<file path="src/rtl/wb_port_arbiter.sv">
// Write-back port arbiter: grants the register-file write port to the ALU/link or load-return channel.
// Optional statistics counters are enabled with `define WB_ARB_STATS_EN.
//
// state    | meaning
// PRI_LOAD | load channel wins conflicts; ALU refusals are counted
// PRI_ALU  | ALU channel wins for one grant after MAX_WAIT refusals
module wb_port_arbiter #(
  parameter int XLEN     = 32,
  parameter int MAX_WAIT = 4
) (
  input  logic            clk,
  input  logic            rst_n,
  input  logic            alu_valid,
  output logic            alu_ready,
  input  logic [4:0]      alu_rd,
  input  logic [XLEN-1:0] alu_result,
  input  logic            alu_is_link,
  input  logic [XLEN-1:0] alu_pc,
  input  logic            ld_valid,
  output logic            ld_ready,
  input  logic [4:0]      ld_rd,
  input  logic [XLEN-1:0] ld_data,
  output logic [1:0]      wb_sel,
  output logic [XLEN-1:0] wb_alu_result,
  output logic [XLEN-1:0] wb_read_data,
  output logic [XLEN-1:0] wb_pc,
  output logic [4:0]      wb_rd,
  output logic            wb_we,
  output logic            starve_flag
`ifdef WB_ARB_STATS_EN
  ,
  output logic [31:0]     conflict_cnt,
  output logic [15:0]     starve_cnt
`endif
);

  localparam logic [0:0] PRI_LOAD   = 1'b0;
  localparam logic [0:0] PRI_ALU    = 1'b1;
  localparam logic [3:0] MAX_WAIT_C = 4'(MAX_WAIT);

  logic [0:0] state, state_next;
  logic [3:0] wait_cnt, wait_next;
  logic       alu_xfer, ld_xfer, forced;

  // Readies are gated by rst_n so nothing is accepted while reset is held.
  always_comb begin
    alu_ready = 1'b0;
    ld_ready  = 1'b0;
    if (rst_n) begin
      if (state == PRI_LOAD) begin
        if (ld_valid)       ld_ready  = 1'b1;
        else if (alu_valid) alu_ready = 1'b1;
      end else begin
        if (alu_valid)      alu_ready = 1'b1;
        else if (ld_valid)  ld_ready  = 1'b1;
      end
    end
  end

  assign alu_xfer = alu_valid && alu_ready;
  assign ld_xfer  = ld_valid && ld_ready;
  assign forced   = alu_xfer && (state == PRI_ALU) && ld_valid;

  always_comb begin
    wait_next = wait_cnt;
    if (alu_xfer)
      wait_next = 4'd0;
    else if (alu_valid && (wait_cnt != MAX_WAIT_C))
      wait_next = wait_cnt + 4'd1;
  end

  // Switching on the next count lets the forced grant land right after the last refusal.
  always_comb begin
    state_next = state;
    case (state)
      PRI_LOAD: if (wait_next == MAX_WAIT_C) state_next = PRI_ALU;
      PRI_ALU:  if (alu_xfer || !alu_valid) state_next = PRI_LOAD;
      default:  state_next = PRI_LOAD;
    endcase
  end

  always_ff @(posedge clk or negedge rst_n) begin
    if (!rst_n) begin
      state    <= PRI_LOAD;
      wait_cnt <= 4'd0;
    end else begin
      state    <= state_next;
      wait_cnt <= wait_next;
    end
  end

  always_ff @(posedge clk or negedge rst_n) begin
    if (!rst_n) begin
      wb_sel        <= 2'b00;
      wb_alu_result <= '0;
      wb_read_data  <= '0;
      wb_pc         <= '0;
      wb_rd         <= 5'd0;
      wb_we         <= 1'b0;
      starve_flag   <= 1'b0;
    end else begin
      wb_we       <= 1'b0;
      starve_flag <= 1'b0;
      if (alu_xfer) begin
        wb_sel        <= alu_is_link ? 2'b10 : 2'b00;
        wb_alu_result <= alu_result;
        wb_pc         <= alu_pc;
        wb_rd         <= alu_rd;
        wb_we         <= |alu_rd;
        starve_flag   <= forced;
      end else if (ld_xfer) begin
        wb_sel       <= 2'b01;
        wb_read_data <= ld_data;
        wb_rd        <= ld_rd;
        wb_we        <= |ld_rd;
      end
    end
  end

`ifdef WB_ARB_STATS_EN
  always_ff @(posedge clk or negedge rst_n) begin
    if (!rst_n) begin
      conflict_cnt <= 32'd0;
      starve_cnt   <= 16'd0;
    end else begin
      if (alu_valid && ld_valid)
        conflict_cnt <= conflict_cnt + 32'd1;
      if (forced && (starve_cnt != 16'hFFFF))
        starve_cnt <= starve_cnt + 16'd1;
    end
  end
`endif

endmodule

</file>
<file path="config.mk">
export PLATFORM = sky130hd
export DESIGN_NAME = wb_port_arbiter
export DESIGN_NICKNAME = d
export VERILOG_FILES = /design/src/rtl/wb_port_arbiter.sv
export SDC_FILE = /design/constraint.sdc
export NUM_CORES = 1
export LEC_CHECK = 0
export CAP_MARGIN = 20
export CORE_ASPECT_RATIO = 0.7
export CORE_UTILIZATION = 40
export DETAILED_ROUTE_END_ITERATION = 10
export GPL_TIMING_DRIVEN = 0
export PLACE_DENSITY_LB_ADDON = 0.1
export SYNTH_ARGS = -nofsm -noshare
export SYNTH_HDL_FRONTEND = slang
export SYNTH_SLANG_ARGS = --single-unit
</file>
<file path="constraint.sdc">
create_clock -name clk -period 2.6 [get_ports clk]
set_clock_uncertainty 0.15 [all_clocks]
set_input_delay 0.39 -clock clk [delete_from_list [all_inputs] [get_ports clk]]
set_output_delay 0.39 -clock clk [all_outputs]
set_load 0.02 [all_outputs]
</file>
Yosys cells after proc, flatten, opt, wreduce, memory -nomap -nowiden
Index checks and enable logic that the tools add are counted.
Operators by class
  add/sub/neg operators: 1
  reductions and logical operators: 11
  equality and inequality tests: 2
  bitwise logic cells: 2
  muxes and demuxes: 21
Operators with widths (count)
  1-bit two-way mux: 13
  5-bit two-way mux: 2
  5-bit OR reduction: 2
  4-bit two-way mux: 2
  2-bit two-way mux: 3
  1-bit logical AND: 5
  4-bit by 1-bit adder with 4-bit output, second input constant: 1
  4-bit by 3-bit == test with 1-bit output, second input constant: 1
  4-bit by 3-bit != test with 1-bit output, second input constant: 1
  1-bit inverter: 2
  1-bit case mux with 2 select lines: 1
  2-bit AND reduction: 1
  2-bit nonzero test: 1
  1-bit logical NOT: 1
  1-bit logical OR: 1
Storage, ports and cells
  bits in registers: 110
  input bits: 111
  output and inout bits: 107
  logic and storage cells: 46

Depth between registers and ports, before layout
Gate-level depths: netlist of the first run.
  depth after elaboration: 9
  gate-level depth with buffers: 8
  gate-level depth less buffers: 6

Worst setup path before layout of the first run
No wires, ideal clock.
  kind: reg2reg
  start point: reg wait_cnt[1]
  end point: reg state
  cell stages (with the launch flop): 7
  path slack: 0.763 ns
  arrival time: 1.591 ns
  path through: dfrtp_1 -> inv_1 -> ha_1 -> and3b_1 -> o211a_1 -> or4b_1 -> o32ai_2
On the way
  longest elaborated chain between the ends: 7
  elaborated cells on any way between the ends: 8
RTL lines
  start, declared: line 42  | logic [3:0] wait_cnt, wait_next;
  start signal, assigned: line 88  | wait_cnt <= wait_next;
  branches (longest 2 deep; another with 4-bit by 1-bit adder with 4-bit output)
  4-bit two-way mux (*): line 68  | else if (alu_valid && (wait_cnt != MAX_WAIT_C))
  4-bit two-way mux (*): line 66  | if (alu_xfer)
  4-bit by 3-bit == test with 1-bit output (*): line 76  | PRI_LOAD: if (wait_next == MAX_WAIT_C) state_next = PRI_ALU;
  1-bit two-way mux (*): line 76
  1-bit case mux with 2 select lines (*): line 75  | case (state)
  via state_next: line 41  | logic [0:0] state, state_next;
  end signal, assigned: line 87  | state <= state_next;
  end, declared: line 41
Mark *: on every way through the listed nets, which the timed path passes.
A chain may end at the register's enable or synchronous reset.

Worst setup path after layout of the first run
  start point: in ld_valid
  end point: out ld_ready
On the way
  longest elaborated chain between the ends: 4
RTL lines
  start, declared: line 19  | input logic ld_valid,
  1-bit two-way mux (*): line 51, 55
  1-bit two-way mux: line 54  | if (alu_valid) alu_ready = 1'b1;
  1-bit two-way mux (*): line 50  | if (state == PRI_LOAD) begin
  1-bit two-way mux (*): line 49  | if (rst_n) begin
  end, declared: line 20  | output logic ld_ready,
Every way passes the cells marked *; elsewhere a longest branch is shown, timed or not.

==> impl_metrics.csv, run 1 <==
group,metric,value,unit
hold_path,hold_start,"rst_n",
power,clock_power_share,0.208,
yosys,synth_ff_type,"dfrtp_1",
sta,rsz0062_at_grt,"false",
route,drc_errors,14,
power,p_int,4.20,mW
die,fp.dieArea,11100,um2
yosys,yosysWarnings,0,
yosys,synth-seq-area-share,0.644,
yosys,async_flop_share,1.00,
die,dieWidth,126,um
worst_setup_path,crit_slowest_cell,"clkdlybuf4s50_1",
route,wl_met3,1.09,mm
route,ant_nets,0,
clock_network,clk_path_buf_depth,2,
worst_setup_path,worst-setup-path-type,"in -> out",
placed_design,dpl.hpwl,8.72,mm
clock_network,clk_latency,0.34,ns
layout,final_layout_size_suffix_gt1_frac,0.110,
clock_network,clkSlewWorstSetupHoldPaths,0.07,ns
route,drt_first_pass_iters,7,
worst_setup_path,crit_chain,"clkdlybuf4s50_1 > nand2_1 > a21oi_1 > buf_2 > dlygate4sd2_1",
layout,n_fill_cell,821,
sta,slew_violations,0,
job,max_cap_violations,0,
placed_design,place.gp.congestion,0.779,
worst_setup_path,crit_path_start,"ld_valid",
status,violations,"DRC",
worst_setup_path,max_stage_delay,0.49,ns
sta,setup_viol,0,
power,ir_drop,498,uV
yosys,syn_avg_cell_area,10.6,um2
route,dr_wl_met2,5.70,mm
die,die_h,88.5,um
power,power.density,894,nW/um2
die,initial_core_util,0.413,
worst_setup_path,cp-end-kind,"output pin",
power,p_leak,3.31,nW
layout,nets,752,
route,routed.top_layer,"met4",
yosys,syn_nets,518,
global_route,antenna_found_initial,0,
power,p_sw,2.11,mW
worst_setup_path,r2r-start,"wait_cnt[1]",
yosys,ys_ff_latch,110,
sta,post-route-min-period,2.46,ns
yosys,synth-edff-count,0,
sta,finalHoldViolations,0,
layout,antenna_cells,0,
layout,seqCellArea,2750,um2
layout,layout_commonest_cell,"clkdlybuf4s50_1",
clock_network,cts-root-buf,"clkbuf_16",
route,drt_iter0_markers,215,
sta,hold_ws,0.196,ns
clock_network,cts_tree,"yes",
yosys,netlist_area,4280,um2
layout,multiInputGateArea,1380,um2
clock_network,cts_buffers,9,
route,vias_per_cell,4.66,
layout,area_growth,65.3,%
die,io_pins,218,
global_route,grt_pass1_wl,18.4,mm
layout,layout_common_cells,"clkdlybuf4s50_1 (213), nand2_1 (198), dfrtp_1 (110)",
clock_network,post_cts_buffers,0,
worst_setup_path,critPathArrivalTime,1.92,ns
clock_network,h-tree-depth,3,
clock_network,clkSinkCount,110,
placed_design,port_buffers,216,
worst_setup_path,critPathLaunchType,"primary input",
die,core-area,10400,um2
global_route,grt_use_total,0.219,
sta,fin_crit_sh,0.946,
power,swShare,0.335,
hold_path,hp-class,"in -> reg",
route,wl_met1,4.80,mm
global_route,grt_start_max_net_pins,51,
power,p_comb_frac,0.400,
route,wl_per_cell,15.0,um
sta,tns,0,ns
route,vias,3619,
worst_setup_path,worstPathMaxFanout,10,
sta,slew_headroom,0.456,
yosys,synth.distinct_cells,31,
worst_setup_path,cp.required,2.06,ns
global_route,grt_pass1_vias,3651,
die,rows,31,
route,routed_wl,11.7,mm
sta,fmax,407,MHz
status,status,"finished, violations left",
global_route,globalRouteOverflowTotal,0,
yosys,synthesis.instances,405,
sta,worstMarginPinSlew,0.808,ns
power,p_seq_frac,0.393,
## registers in the layout, summed over array words and instances (netlist names)
name / flops
starve_flag: 1
state: 1
wait_cnt: 4
wb_alu_result: 32
wb_pc: 32
wb_rd: 5
wb_read_data: 32
wb_sel: 2
wb_we: 1
## path summary, 6_finish.rpt
kind,endpoint,slack (ns),cells after the start
worst min register to register,wb_alu_result[30],0.32,2
min in group asynchronous,wb_alu_result[1],0.56,4
max in group asynchronous,wb_pc[10],1.47,4
worst max register to register,state,0.57,6
worst max-delay path,ld_ready,0.14,5
worst min-delay path,state,0.20,3
## worst max-delay path: cells and delay by family
family	cells	cell delay (ns)
simple gates	1	0.08
buf+inv	3	1.18
compound gates	1	0.28
## Yosys cell counts, types with 2 or more instances
library cell	number	share of area
a21oi_1	2	0.0023
a222oi_1	5	0.012
buf_1	5	0.0044
buf_2	12	0.014
buf_6	2	0.0053
dfrtp_1	110	0.64
ha_1	2	0.0059
inv_1	9	0.0079
mux2_2	32	0.084
nand2_1	198	0.17
nor2_1	3	0.0026
o21ai_0	5	0.0059
or4_1	2	0.0035
## final cells by class
| class | instances | area share |
|---|---|---|
| inverter | 10 | 0.00549 |
| timing repair buffer | 224 | 0.332 |
| sequential | 110 | 0.389 |
| multi-input combinational | 265 | 0.195 |
| clock buffer | 14 | 0.0388 |
| buffer | 19 | 0.0142 |
| tap | 132 | 0.0234 |
| clock inverter | 2 | 0.00212 |
## cell families after synthesis
group,count (synthesis),synth area share
AOI/OAI and AO/OA,19,0.0366
adders and majority gates,2,0.00585
buffers and inverters,30,0.0337
DFF,110,0.644
muxes,32,0.0843
and+or+nand+nor,212,0.196
## through the flow
stage          setup WS (ns)  cells  total power [mW]  area [um2]   util
2_1_floorplan          0.763    405              3.67        4280      -
3_3_place_gp           -4.56    753              4.95        6600  0.638
3_5_place_dp          -0.821    754              5.02        6630  0.640
4_1_cts               0.0194    777              6.39        7070  0.683
5_1_grt               0.0656    776              6.67        7070  0.683
6_report               0.141    776              6.32        7070  0.683
## routing by layer
metal | GRT usage | up-vias
met4 | 0.0554 | 0
met3 | 0.0883 | 10
met2 | 0.375 | 136
met1 | 0.260 | 1712
met5 | 0 | -
li1 | - | 1761
## power by group through the flow
stage | combinational (mW) | sequential [mW] | clock [mW]
floorplan | 0.607 | 3.06 | 0
global placement | 2.46 | 2.48 | 0
detailed placement | 2.51 | 2.51 | 0
CTS | 2.55 | 2.48 | 1.35
global route | 2.70 | 2.54 | 1.43
finish | 2.53 | 2.48 | 1.31
## timing repair
item | 4_1_cts | 5_1_grt
gates resized for setup | 8 | 0
hold endpoints to repair | 50 | 0
setup endpoints to repair | 2 | 1
hold buffers | 6 | 0
cloned | 1 | 0
No activity file was read; power rests on OpenSTA's default activity.
==> run 2: changes to the inputs <==
--- a/config.mk
+++ b/config.mk
@@ -7,7 +7,7 @@
 export LEC_CHECK = 0
 export CAP_MARGIN = 20
 export CORE_ASPECT_RATIO = 0.7
-export CORE_UTILIZATION = 40
+export CORE_UTILIZATION = 35
 export DETAILED_ROUTE_END_ITERATION = 10
 export GPL_TIMING_DRIVEN = 0
 export PLACE_DENSITY_LB_ADDON = 0.1
==> run 2 against run 1 <==
Effect of this change: the run now ends clean; setup slack improved by 0.10 ns; final cell count increased by 3.1%; count of clock-buffer cells in the layout decreased by 4; maximum frequency grew 4.3%; power grew 2.4%; worst hold slack got worse by 0.0083 ns; highest routed layer unchanged.
==> impl_metrics.csv, run 2 (synthesis gave the netlist of run 1 again) <==
group,metric,value,unit
status,status,"complete, no violations",
layout,final_util,0.603,
hold_path,hold_depth,3,
worst_setup_path,r2r_cells,6,
die,initial_core_util,0.362,
sta,final.setup.worst_slack,0.242,ns
worst_setup_path,worst-setup-path-type,"in -> out",
worst_setup_path,cp-end-kind,"output pin",
sta,rsz0062_at_grt,"false",
global_route,globalRouteOverflowTotal,0,
die,die_h,94.5,um
sta,setup_viol,0,
layout,antenna_cells,0,
clock_network,cts_tree,"yes",
layout,top_regs,"wb_alu_result x32, wb_pc x32, wb_read_data x32",
sta,post-route-min-period,2.36,ns
placed_design,port_buffers,216,
sta,slew_violations,0,
sta,finalHoldViolations,0,
sta,worstMarginPinSlew,0.858,ns
job,max_cap_violations,0,
layout,nets,752,
clock_network,cts-root-buf,"clkbuf_16",
layout,seqCellArea,2750,um2
global_route,grt_pass1_vias,3701,
clock_network,cts_buffers,9,
placed_design,dpl.hpwl,8.79,mm
power,p_leak,3.31,nW
die,io_pins,218,
hold_path,hp-class,"in -> reg",
worst_setup_path,critPathArrivalTime,1.82,ns
die,dieWidth,134,um
route,drc_errors,0,
clock_network,clkSlewWorstSetupHoldPaths,0.07,ns
worst_setup_path,worstPathMaxFanout,19,
global_route,grt_start_max_net_pins,43,
global_route,grt_use_total,0.194,
sta,fmax,424,MHz
die,core-area,11800,um2
layout,multiInputGateArea,1380,um2
layout,area_growth,66.5,%
route,drt_first_pass_iters,4,
power,ir_drop,410,uV
route,drt_iter0_markers,131,
clock_network,h-tree-depth,3,
layout,final_layout_size_suffix_gt1_frac,0.114,
route,routed_wl,11.8,mm
global_route,antenna_found_initial,0,
power,power.density,909,nW/um2
die,rows,33,
global_route,grt_pass1_wl,18.9,mm
sta,fin_crit_sh,0.907,
clock_network,clk_path_buf_depth,2,
worst_setup_path,cp.required,2.06,ns
placed_design,place.gp.congestion,0.791,
layout,layout_commonest_cell,"clkdlybuf4s50_1",
sta,tns,0,ns
layout,layout_common_cells,"clkdlybuf4s50_1 (213), nand2_1 (198), dfrtp_1 (110)",
route,wl_per_cell,14.8,um
route,ant_nets,0,
die,fp.dieArea,12700,um2
clock_network,post_cts_buffers,0,
clock_network,clkSinkCount,110,
layout,n_fill_cell,998,
sta,slew_headroom,0.422,
placed_design,post-place-ws,-0.605,ns
clock_network,clk_latency,0.34,ns
route,vias_per_cell,4.56,
worst_setup_path,critPathLaunchType,"primary input",
route,vias,3651,
[run 2: changes by cell type in the layout (fill, tap and decap cells not counted), sizes merged]
cell | previous run | this run
clkbuf | 15 | 11
bufinv | 0 | 2
clkinv | 1 | 2
[run 2: final timing paths]
kind	startpoint	to	slack, ns
worst max register to register	wait_cnt[1]	state	0.59
max in group asynchronous	rst_n	wait_cnt[1]	1.49
worst min register to register	wb_alu_result[20]	wb_alu_result[20]	0.32
min in group asynchronous	rst_n	wb_read_data[8]	0.53
worst max-delay path	ld_valid	alu_ready	0.24
worst min-delay path	rst_n	state	0.19
[run 2: worst max-delay path, stage by stage]
cell and delay (ns):
clkdlybuf4s50_1 0.43, and2b_1 0.17, or2_1 0.26, clkinv_2 0.08
buf_6 0.20, clkdlybuf4s15_2 0.29
[run 2: routing by layer]
metal	vias to the layer above	share of wire	GRT usage
met5	-	0	0
met4	0	0.013	0.0440
met3	15	0.093	0.0719
met2	154	0.47	0.312
met1	1728	0.43	0.250
li1	1754	-	-
[run 2: power breakdown]
part / internal [mW] / switching [mW] / leakage [nW]
clock network: 0.867 / 0.612 / 0.151
registers: 2.20 / 0.279 / 1.34
logic: 1.27 / 1.24 / 1.82
[run 2: through the flow]
step / power [mW] / hold slack, ns / area (um2) / instances
2_1_floorplan: 3.67 / -0.0556 / 4280 / 405
3_3_place_gp: 4.95 / 0.308 / 6630 / 778
3_5_place_dp: 5.02 / 0.190 / 6660 / 779
4_1_cts: 6.54 / 0.177 / 7120 / 801
5_1_grt: 6.83 / 0.189 / 7120 / 800
6_report: 6.47 / 0.188 / 7120 / 800
[run 2: repair_timing]
item                                    CTS  global route
cloned                                    1             0
hold buffers                              6             0
gates resized for setup                   8             0
endpoints found under the setup margin    2             1
endpoints found under the hold margin    42             0
[run 2: area by class of cell]
type | count | area share
Tap cell | 157 | 0.0276
Inverter | 10 | 0.00545
Timing Repair Buffer | 224 | 0.326
Buffer | 19 | 0.0144
Sequential cell | 110 | 0.387
Clock inverter | 5 | 0.0118
Clock buffer | 10 | 0.0336
Multi-Input combinational cell | 265 | 0.194
==> run 3: changes to the inputs <==
--- a/config.mk
+++ b/config.mk
@@ -6,7 +6,7 @@
 export NUM_CORES = 1
 export LEC_CHECK = 0
 export CAP_MARGIN = 20
-export CORE_ASPECT_RATIO = 0.7
+export CORE_ASPECT_RATIO = 1.5
 export CORE_UTILIZATION = 35
 export DETAILED_ROUTE_END_ITERATION = 10
 export GPL_TIMING_DRIVEN = 0
==> run 3 against run 2 <==
Effect of this change: non-clock buffer count down 5; final cell count is 1.0% lower; sequential share of layout area increased by 0.68 points; clock power shrank 5%; sequential cell count did not move; via count decreased by 0.38%; largest power group unchanged.
==> impl_metrics.csv, run 3 (synthesis gave the netlist of run 1 again) <==
group,metric,value,unit
clock_network,cts-root-buf,"clkbuf_16",
sta,post-route-min-period,2.36,ns
placed_design,dpl.hpwl,8.68,mm
worst_setup_path,worstPathMaxFanout,10,
global_route,grt_pass1_vias,3760,
clock_network,cts_tree,"yes",
layout,area_growth,63.6,%
job,max_cap_violations,0,
route,routed_wl,11.6,mm
layout,antenna_cells,0,
route,vias,3637,
die,rows,49,
worst_setup_path,cp.required,2.06,ns
layout,multiInputGateArea,1380,um2
worst_setup_path,crit_chain,"clkdlybuf4s50_1 > nand2_1 > a21oi_2 > buf_2 > dlygate4sd2_1",
placed_design,dp_cells,775,
die,initial_core_util,0.358,
layout,final_layout_size_suffix_gt1_frac,0.111,
status,status,"complete, no violations",
clock_network,clk_latency,0.34,ns
die,core-area,12000,um2
layout,n_fill_cell,1097,
sta,worstMarginPinSlew,0.699,ns
layout,fin_area,6990,um2
sta,finalHoldViolations,0,
placed_design,placed_cell_area,6660,um2
route,drt_iter0_markers,94,
die,fp.dieArea,12700,um2
hold_path,hp-class,"in -> reg",
hold_path,hold_start,"rst_n",
clock_network,clkSinkCount,110,
worst_setup_path,r2r-start,"wait_cnt[0]",
worst_setup_path,max_stage_delay,0.50,ns
die,io_pins,218,
clock_network,cts_buffers,9,
sta,rsz0062_at_grt,"false",
power,p_leak,3.26,nW
worst_setup_path,critPathLaunchType,"primary input",
layout,top_regs,"wb_alu_result x32, wb_pc x32, wb_read_data x32",
power,ir_drop,518,uV
placed_design,port_buffers,216,
worst_setup_path,crit_path_start,"ld_valid",
worst_setup_path,worst-setup-path-type,"in -> out",
die,dieWidth,92.2,um
clock_network,clk_path_buf_depth,2,
worst_setup_path,cp-end-kind,"output pin",
route,drc_errors,0,
layout,final_cells,792,
layout,seqCellArea,2750,um2
placed_design,place.gp.congestion,0.783,
global_route,grt_use_total,0.186,
clock_network,clkSlewWorstSetupHoldPaths,0.06,ns
global_route,antenna_found_initial,0,
route,vias_per_cell,4.59,
power,power.density,912,nW/um2
layout,nets,747,
sta,slew_headroom,0.529,
global_route,globalRouteOverflowTotal,0,
route,drt_first_pass_iters,6,
layout,layout_common_cells,"clkdlybuf4s50_1 (213), nand2_1 (198), dfrtp_1 (110)",
sta,fmax,425,MHz
clock_network,h-tree-depth,3,
layout,layout_commonest_cell,"clkdlybuf4s50_1",
route,wl_per_cell,14.6,um
global_route,grt_pass1_wl,18.3,mm
worst_setup_path,critPathArrivalTime,1.82,ns
sta,fin_crit_sh,0.906,
global_route,grt_start_max_net_pins,71,
sta,setup_viol,0,
route,ant_nets,0,
worst_setup_path,crit_slowest_cell,"clkdlybuf4s50_1",
sta,slew_violations,0,
die,die_h,137,um
run 3: report_power, final:
| group | switching [mW] | total [mW] | internal, mW | leakage (nW) |
|---|---|---|---|---|
| clock network | 0.628 | 1.41 | 0.779 | 0.149 |
| logic | 1.24 | 2.50 | 1.25 | 1.77 |
| registers | 0.271 | 2.47 | 2.20 | 1.34 |
| total | 2.14 | 6.38 | 4.23 | 3.26 |
run 3: cell type report:
type	instances	share of cell area
sequential	110	0.394
clock buffer	10	0.0342
inverter	10	0.00555
clock inverter	6	0.00984
timing repair buffer	219	0.318
buffer	19	0.0143
tap	153	0.0274
multi-input combinational	265	0.198
run 3: worst max-delay path, delay by kind of cell:
| family | cells | cell delay [ns] |
|---|---|---|
| buffers and inverters | 3 | 1.15 |
| AOI/OAI and AO/OA | 1 | 0.18 |
| and+or+nand+nor | 1 | 0.09 |
run 3: path summary, 6_finish.rpt:
check | slack (ns) | cells after the start | end
min in group asynchronous | 0.62 | 3 | wb_pc[10]
setup reg to reg | 0.59 | 6 | state
setup / recovery | 0.24 | 5 | ld_ready
hold / removal | 0.12 | 2 | state
max in group asynchronous | 1.33 | 3 | wb_read_data[11]
hold reg to reg | 0.32 | 2 | wb_alu_result[3]
run 3: timing repair:
action / 4_1_cts / 5_1_grt
resized for setup: 5 / 0
setup buffers: 0 / 0
hold endpoints to repair: 40 / 0
pin swaps: 0 / 0
endpoints found under the setup margin: 2 / 1
hold buffers: 2 / 0
run 3: routing by layer:
metal / global-route usage / part of all wire / vias up
met5: 0 / 0 / -
met4: 0.0851 / 0.031 / 0
met3: 0.0486 / 0.064 / 23
met2: 0.332 / 0.52 / 141
met1: 0.207 / 0.39 / 1730
li1: - / - / 1743
run 3: through the flow:
stage	util	setup slack, ns	TNS [ns]	total power, mW	hold slack, ns
5_1_grt	0.585	0.127	0	6.72	0.125
3_3_place_gp	0.554	-4.56	-781.28	4.95	0.307
6_report	0.585	0.244	0	6.38	0.125
3_5_place_dp	0.557	-0.310	-0.489	5.03	0.185
2_1_floorplan	-	0.763	0	3.67	-0.0556
4_1_cts	0.585	0.0365	0	6.46	0.117
